$ cat src/rtl/sha256_mem_arbiter.sv
// sha256_mem_arbiter: round-robin, burst-locked sharing of one memory read port
// among N_REQ chunk fetchers, with an in-order tag FIFO routing returns back.
module sha256_mem_arbiter #(
    parameter int N_REQ     = 4,
    parameter int DEPTH     = 8,
    parameter int BURST_LEN = 16
) (
    input  logic                        clk,
    input  logic                        rst,
    input  logic [N_REQ-1:0]            req_addr_vld,
    input  logic [N_REQ-1:0][31:0]      req_addr,
    output logic [N_REQ-1:0]            req_gnt,
    output logic [N_REQ-1:0]            req_data_vld,
    output logic [31:0]                 req_data,
    output logic                        mem_addr_vld,
    output logic [31:0]                 mem_addr,
    input  logic                        mem_data_vld,
    input  logic [31:0]                 mem_data,
    output logic [$clog2(DEPTH):0]      outstanding,
    output logic                        err_orphan
);
    localparam int IW = $clog2(N_REQ);
    localparam int PW = $clog2(DEPTH);
    localparam int OW = PW + 1;
    localparam int CW = $clog2(BURST_LEN + 1);

    logic [IW-1:0]    rr_ptr_q, rr_ptr_d, owner_q, owner_d, rr_win, win;
    logic [CW-1:0]    cnt_q, cnt_d;
    logic             prev_q, prev_d, found, lock, push, pop;
    logic [IW-1:0]    tag_q [DEPTH];
    logic [IW-1:0]    tag_d [DEPTH];
    logic [PW-1:0]    wr_q, wr_d, rd_q, rd_d;
    logic [OW-1:0]    occ_q, occ_d;
    logic [N_REQ-1:0] dvld_q, dvld_d;
    logic [31:0]      data_q, data_d, maddr_q, maddr_d;
    logic             mvld_q, mvld_d, orphan_q, orphan_d;

    function automatic logic [IW-1:0] wrap(input int v);
        return IW'(v % N_REQ);
    endfunction

    always_comb begin
        rr_win = rr_ptr_q;
        found  = 1'b0;
        for (int i = 0; i < N_REQ; i++)
            if (!found && req_addr_vld[wrap(int'(rr_ptr_q) + i)]) begin
                found  = 1'b1;
                rr_win = wrap(int'(rr_ptr_q) + i);
            end
        // prev_q means the lock owner was granted last cycle
        lock     = prev_q && req_addr_vld[owner_q] && cnt_q < CW'(BURST_LEN);
        win      = lock ? owner_q : rr_win;
        push     = !rst && found && occ_q < OW'(DEPTH);
        pop      = mem_data_vld && occ_q != '0;
        req_gnt  = push ? N_REQ'(1) << win : '0;
        cnt_d    = push ? (lock ? cnt_q + CW'(1) : CW'(1)) : cnt_q;
        owner_d  = push ? win : owner_q;
        prev_d   = push;
        rr_ptr_d = rr_ptr_q;
        if (prev_q && (!push || !req_addr_vld[owner_q]))
            rr_ptr_d = wrap(int'(owner_q) + 1);
        if (push && cnt_d == CW'(BURST_LEN))
            rr_ptr_d = wrap(int'(win) + 1);
        tag_d = tag_q;
        if (push)
            tag_d[wr_q] = win;
        wr_d     = wr_q + PW'(push);
        rd_d     = rd_q + PW'(pop);
        occ_d    = occ_q + OW'(push) - OW'(pop);
        dvld_d   = pop ? N_REQ'(1) << tag_q[rd_q] : '0;
        data_d   = pop ? mem_data : data_q;
        mvld_d   = push;
        maddr_d  = push ? req_addr[win] : maddr_q;
        orphan_d = orphan_q || (mem_data_vld && occ_q == '0);
    end

    always_ff @(posedge clk or posedge rst) begin
        if (rst) begin
            rr_ptr_q <= '0;
            owner_q  <= '0;
            cnt_q    <= '0;
            prev_q   <= 1'b0;
            tag_q    <= '{default: '0};
            wr_q     <= '0;
            rd_q     <= '0;
            occ_q    <= '0;
            dvld_q   <= '0;
            data_q   <= '0;
            mvld_q   <= 1'b0;
            maddr_q  <= '0;
            orphan_q <= 1'b0;
        end else begin
            rr_ptr_q <= rr_ptr_d;
            owner_q  <= owner_d;
            cnt_q    <= cnt_d;
            prev_q   <= prev_d;
            tag_q    <= tag_d;
            wr_q     <= wr_d;
            rd_q     <= rd_d;
            occ_q    <= occ_d;
            dvld_q   <= dvld_d;
            data_q   <= data_d;
            mvld_q   <= mvld_d;
            maddr_q  <= maddr_d;
            orphan_q <= orphan_d;
        end
    end

    assign req_data_vld = dvld_q;
    assign req_data     = data_q;
    assign mem_addr_vld = mvld_q;
    assign mem_addr     = maddr_q;
    assign outstanding  = occ_q;
    assign err_orphan   = orphan_q;
endmodule
$ cat config.mk
export PLATFORM = sky130hd
export DESIGN_NAME = sha256_mem_arbiter
export DESIGN_NICKNAME = d
export VERILOG_FILES = /design/src/rtl/sha256_mem_arbiter.sv
export SDC_FILE = /design/constraint.sdc
export NUM_CORES = 1
export LEC_CHECK = 0
export ABC_CLOCK_PERIOD_IN_PS = 3800
export CAP_MARGIN = 20
export CORE_UTILIZATION = 30
export DETAILED_ROUTE_END_ITERATION = 10
export DONT_BUFFER_PORTS = 1
export GPL_TIMING_DRIVEN = 0
export PLACE_DENSITY = 0.51
export SLEW_MARGIN = 20
export SYNTH_ARGS = -nofsm -noshare
export SYNTH_HDL_FRONTEND = slang
export SYNTH_SLANG_ARGS = --single-unit
$ cat constraint.sdc
create_clock -name clk -period 3.8 [get_ports clk]
set_clock_uncertainty 0.15 [all_clocks]
set_input_delay 0.76 -clock clk [delete_from_list [all_inputs] [get_ports clk]]
set_output_delay 0.76 -clock clk [all_outputs]
set_load 0.005 [all_outputs]
==> impl_metrics.toml, run 1 <==
[outcome]
outcome = "complete, no violations"

[detailed_routing]
drc = 0
via_per_inst = 5.190
drtPass1Iterations = 4
dr_total_vias = 4090
drt-wirelength-per-cell_um = 19.35
finalWirelength_mm = 15.25
final_antenna_net_count = 0
drt_iter0_drc = 173

[layout]
fin_nets = 734
syn_to_final_growth_pct = 11.55
final_util_pct = 34.73
final_layout_size_suffix_gt1_share_pct = 11.41
final_area_um2 = 6091

[clock_tree]
clk_pin_slew_ps = 70
worstSkewPairLatency_ps = 350
cts_tree = "built"
cts_resized = 0
cts_root_buffer = "clkbuf_16"
postCtsSetupBuffers = 0
cts.sinks = 105
cts_inserted_buffers = 9
clockBufferDepth = 2
cts-htree-levels = 3
ctsHoldBuffers = 0

[synth]
syn_nets = 722
synthCells = 544
synth_top_area_share_pct = 48.12
yosys.cell_types.count = 57
ys.flop_type = "dfrtp_1"
postSynthAreaPerCell_um2 = 10.04
synthArstFlopShare_pct = 100.0
synth_edf_count = 0
synth_commonest_cells = "nand2_1 (160), dfrtp_1 (105), mux2i_1 (47), o221ai_1 (22), inv_1 (20)"
synthesis.area_um2 = 5460
yosysTopAreaCell = "dfrtp_1"
seq_area_frac_synth_pct = 48.12
ys_ff_latch = 105
yosysWarnings = 0
ys_top_cells_by_area = "dfrtp_1 (48%), nand2_1 (11%), mux2i_1 (8.6%)"
yosysMostFrequentCell = "nand2_1"

[power]
p_leak_nw = 2.822
combPwrFrac_pct = 39.0
vdd.ir_drop.worst_mv = 0.3225
clock_power_share_pct = 20.6
p_sw_share_pct = 38.98
power_frac_seq_pct = 40.4
p_per_area_nw_per_um2 = 789.3
p_int_mw = 2.934
power_switching_mw = 1.874
power_mw = 4.808

[setup_path]
startpoint = "outstanding[2]$_DFF_PP0_"
start_kind = "register"
critPathCaptureType = "register"
reg2reg_to = "outstanding[2]$_DFF_PP0_"
required_ps = 3880
r2r-start = "outstanding[2]$_DFF_PP0_"
regToRegSetupSlack_ps = 330
cp_max_fo = 11
path_class = "reg -> reg"
worst-r2r-cell-count = 13
critPathArrivalTime_ps = 3560

[run]
drv_cap = 0

[floorplan]
core_area_um2 = 17540
num_rows = 48
die_h_um = 136.9
die_w_um = 136.9
start_util_pct = 31.14
pin_count = 245
die_area_um2 = 18740

[worst_hold_path]
min_path_type = "in -> async"

[grt]
grt_pass1_vias = 4206
grt_max_degree = 62
track_usage_pct = 16.24
grt_pass1_wl_mm = 22.71
overflow = 0
antenna_found_initial = 2

[timing]
hold_violations = 0
tightest_slew_ps = 627.1
period_share_pct = 91.39
finalSetupViolCount = 0
relSlewSlack_pct = 57.81
slew_viol_final = 0
finalCriticalPeriod_ps = 3473
max_freq_mhz = 288.0
rsz0062_at_grt = "false"

[place]
gp_congestion = 0.8105
place_area_um2 = 5774
hpwl_mm = 11.90
port_buffers = 0
critical path, cell delays in order, from the launching register on:
cell,delay (ps)
dfrtp_1,400
inv_1,90
ha_1,150
nor3b_1,300
nand2b_1,150
clkbuf_1,290
clkinv_1,320
buf_1,340
ha_1,370
inv_1,70
ha_1,160
inv_1,60
fa_1,370
xnor2_1,140
layout make-up:
cell class | instances | area, um^2
repair buffers | 1 | 27.53
clock buffers | 10 | 239.0
inverters | 22 | 87.58
clock inverters | 6 | 72.57
well taps | 225 | 281.5
multi-input cells | 385 | 2569
fillers | 1776 | 11450
plain buffers | 32 | 181.4
flip-flops and latches | 105 | 2628
diodes | 2 | 5.005
stage by stage:
step / worst slack (ps) / hold slack (ps) / setup TNS (ps) / std cells
4_1_cts: 227.1 / 158.6 / 0 / 786
2_1_floorplan: 129.5 / 294.6 / 0 / 544
3_3_place_gp: -1216 / 316.6 / -126980 / 769
6_report: 327.3 / 148.8 / 0 / 788
5_1_grt: 29.92 / 174.3 / 0 / 787
3_5_place_dp: 253.7 / 326.4 / 0 / 770
state kept, by name (all words and copies together), names as in the netlist, 3 cells and up:
name	count
outstanding	4
req_data	32
mem_addr	32
req_data_vld	4
rd_q	3
cnt_q	5
tag_q	16
wr_q	3
routing by layer:
metal / global-route usage [%] / share of wire [%]
met1: 17.46 / 38
met2: 28.71 / 50
met3: 5.296 / 9.2
met4: 7.631 / 2.8
met5: 0 / 0.059
power by group through the flow:
stage / sequential [mW] / clock [mW] / combinational (mW)
finish: 1.94 / 0.990 / 1.87
global route: 2.02 / 1.07 / 2.09
CTS: 1.95 / 1.03 / 1.91
detailed placement: 1.96 / 0 / 1.91
global placement: 1.96 / 0 / 1.84
floorplan: 1.84 / 0 / 1.53
worst max-delay path by stage:
stage | end | cells past startpoint | slack, ps
floorplan | cnt_q[0]$_DFF_PP0_ | 1 | 130
global placement | req_data[18]$_DFFE_PP0P_ | 1 | -1220
detailed placement | outstanding[2]$_DFF_PP0_ | 13 | 250
CTS | outstanding[2]$_DFF_PP0_ | 13 | 230
global route | outstanding[2]$_DFF_PP0_ | 13 | 30
finish | outstanding[2]$_DFF_PP0_ | 13 | 330
logic make-up (layout without fill, tap and decap cells):
| kind of cell | after synthesis | in the layout | synth area share (%) |
|---|---|---|---|
| mux | 58 | 58 | 11.96 |
| simple gates | 222 | 222 | 17.81 |
| xor+xnor | 5 | 5 | 0.8020 |
| fa+ha+maj | 11 | 11 | 2.658 |
| compound gates | 89 | 89 | 13.82 |
| other cells | 0 | 2 | 0 |
| flops | 105 | 105 | 48.12 |
| buf+inv | 54 | 71 | 4.835 |
placed cells by master, fill, tap and decap left out, types with 3 or more instances in the layout:
master,netlist,routed
xor2_1,4,4
nand2_1,160,160
a21o_1,14,14
a21oi_1,8,8
o221ai_1,22,22
clkbuf_16,0,9
mux4_2,4,4
nor4_1,3,3
clkbuf_1,17,17
nand2b_1,4,4
mux2_2,4,4
ha_1,10,10
nor2_1,15,15
o21ai_0,19,19
nand3_1,17,17
nor3_1,4,4
inv_1,20,19
mux2i_1,47,47
o2111ai_2,9,9
a31oi_1,4,4
inv_6,0,3
buf_6,6,6
dfrtp_1,105,105
o21a_1,3,3
buf_4,3,3
buf_2,4,4
No activity file was read; power rests on OpenSTA's default activity.
==> run 2, diff against run 1 <==
- REMOVE_ABC_BUFFERS: default -> 1
==> run 2 against run 1 <==
  * Global-route usage fell by 1.9 points
  * Non-clock buffer count fell by 32
  * Via count fell by 2.6%
  * Setup slack got worse by 21 ps
  * Largest cell class unchanged
  * Largest power group unchanged
==> impl_metrics.toml, run 2 (synthesis results as in run 1) <==
[clock_tree]
ctsHoldBuffers = 0
cts-htree-levels = 3
cts.sinks = 105
cts_root_buffer = "clkbuf_16"
cts_tree = "built"
clockBufferDepth = 2
clk_pin_slew_ps = 80
cts_inserted_buffers = 9
worstSkewPairLatency_ps = 350

[layout]
fillerInstances = 1793
final_common_cell = "nand2_1"
final_util_pct = 33.80
n_antenna_cell = 0
final_cell_mix = "nand2_1 (160), dfrtp_1 (105), mux2i_1 (47), o221ai_1 (22)"
finalNonFillerCells = 754
final_layout_size_suffix_gt1_share_pct = 10.40
seq_area_um2 = 2628
fin_nets = 702
multi_input_comb_area_um2 = 2596
syn_to_final_growth_pct = 8.570

[detailed_routing]
wl_met1_mm = 5.794
drt_iter0_drc = 170
wl_met2_mm = 6.450
drt-wirelength-per-cell_um = 17.86
via_per_inst = 5.281
drc = 0
drtPass1Iterations = 4
finalWirelength_mm = 13.46
met3RoutedLength_um = 942
final_antenna_net_count = 0
dr_total_vias = 3982
top_layer = "met4"

[timing]
whs_ps = 169.0
relSlewSlack_pct = 24.51
period_share_pct = 91.94
finalCriticalPeriod_ps = 3494
slew_viol_final = 0
rsz0062_at_grt = "false"
max_freq_mhz = 286.2
setup_tns_ps = 0
hold_violations = 0
finalSetupViolCount = 0
tightest_slew_ps = 1120

[grt]
grt_pass1_wl_mm = 20.42
grt_max_degree = 58
track_usage_pct = 14.31
antenna_found_initial = 0
overflow = 0
grt_pass1_vias = 3996

[setup_path]
startpoint = "owner_q[0]$_DFFE_PP0P_"
r2r-start = "outstanding[2]$_DFF_PP0_"
start_kind = "register"
cp_max_fo = 45
required_ps = 2890
critPathCaptureType = "output pin"
critPathArrivalTime_ps = 2580
path_class = "reg -> out"

[place]
port_buffers = 0
gp_congestion = 0.7528
hpwl_mm = 9.723
placedCellCount = 738

[outcome]
outcome = "complete, no violations"

[floorplan]
core_area_um2 = 17540
die_h_um = 136.9
pin_count = 245
die_w_um = 136.9
die_area_um2 = 18740
start_util_pct = 31.14
num_rows = 48

[run]
drv_cap = 0

[power]
vdd.ir_drop.worst_mv = 0.3704
p_leak_nw = 2.744
power_mw = 4.658
p_per_area_nw_per_um2 = 785.8

[worst_hold_path]
min_path_type = "in -> async"
-- run 2: changes by cell type in the layout (fill, tap and decap cells not counted), sizes merged --
| cell | change |
|---|---|
| diode | -2 |
| buf | -15 |
| clkinv | +1 |
| clkbuf | -17 |
| clkinvlp | -1 |
-- run 2: report_power, final --
group	internal [mW]	switching [mW]
clock network	0.532	0.437
registers	1.56	0.417
logic	0.754	0.961
-- run 2: worst max-delay path: stages, from the launching register on --
cell and delay [ps]:
dfrtp_1 470, or3b_4 470, o22a_2 250, o21ai_2 280
nand2_8 430, nor2_1 280
-- run 2: timing repair --
| item | 4_1_cts | 5_1_grt |
|---|---|---|
| buffers inserted | 0 | 0 |
| gates resized for setup | 2 | 5 |
| setup endpoints to repair | 4 | 6 |
-- run 2: routing by layer --
layer / vias to the layer above / track usage (%)
li1: 1849 / -
met4: 0 / 6.349
met3: 16 / 3.407
met1: 1923 / 17.14
met2: 194 / 24.31
met5: - / 0
-- run 2: final timing paths --
check / end / slack (ps) / depth (start not counted)
max in group asynchronous: mem_addr[24]$_DFFE_PP0P_ / 2690 / 2
worst max register to register: outstanding[2]$_DFF_PP0_ / 600 / 11
worst max-delay path: req_gnt[0] / 310 / 5
worst min register to register: tag_q[5]$_DFFE_PP0P_ / 330 / 2
min in group clk: tag_q[5]$_DFFE_PP0P_ / 330 / 2
worst min-delay path: outstanding[2]$_DFF_PP0_ / 170 / 1
-- run 2: per-stage QoR --
step / area (um^2) / worst slack (ps)
global route: 5928 / 139.4
CTS: 5903 / 21.97
global placement: 5560 / -1008
detailed placement: 5595 / -397.9
floorplan: 5279 / 9.585
finish: 5928 / 306.1
-- run 2: area by class of cell --
class                      instances  share of cell area [%]
inverter                          22                   1.520
clock buffer                      10                   4.031
tap                              225                   4.749
timing repair buffer               1                  0.4643
sequential                       105                   44.32
clock inverter                     6                   1.119
multi-input combinational        385                   43.79
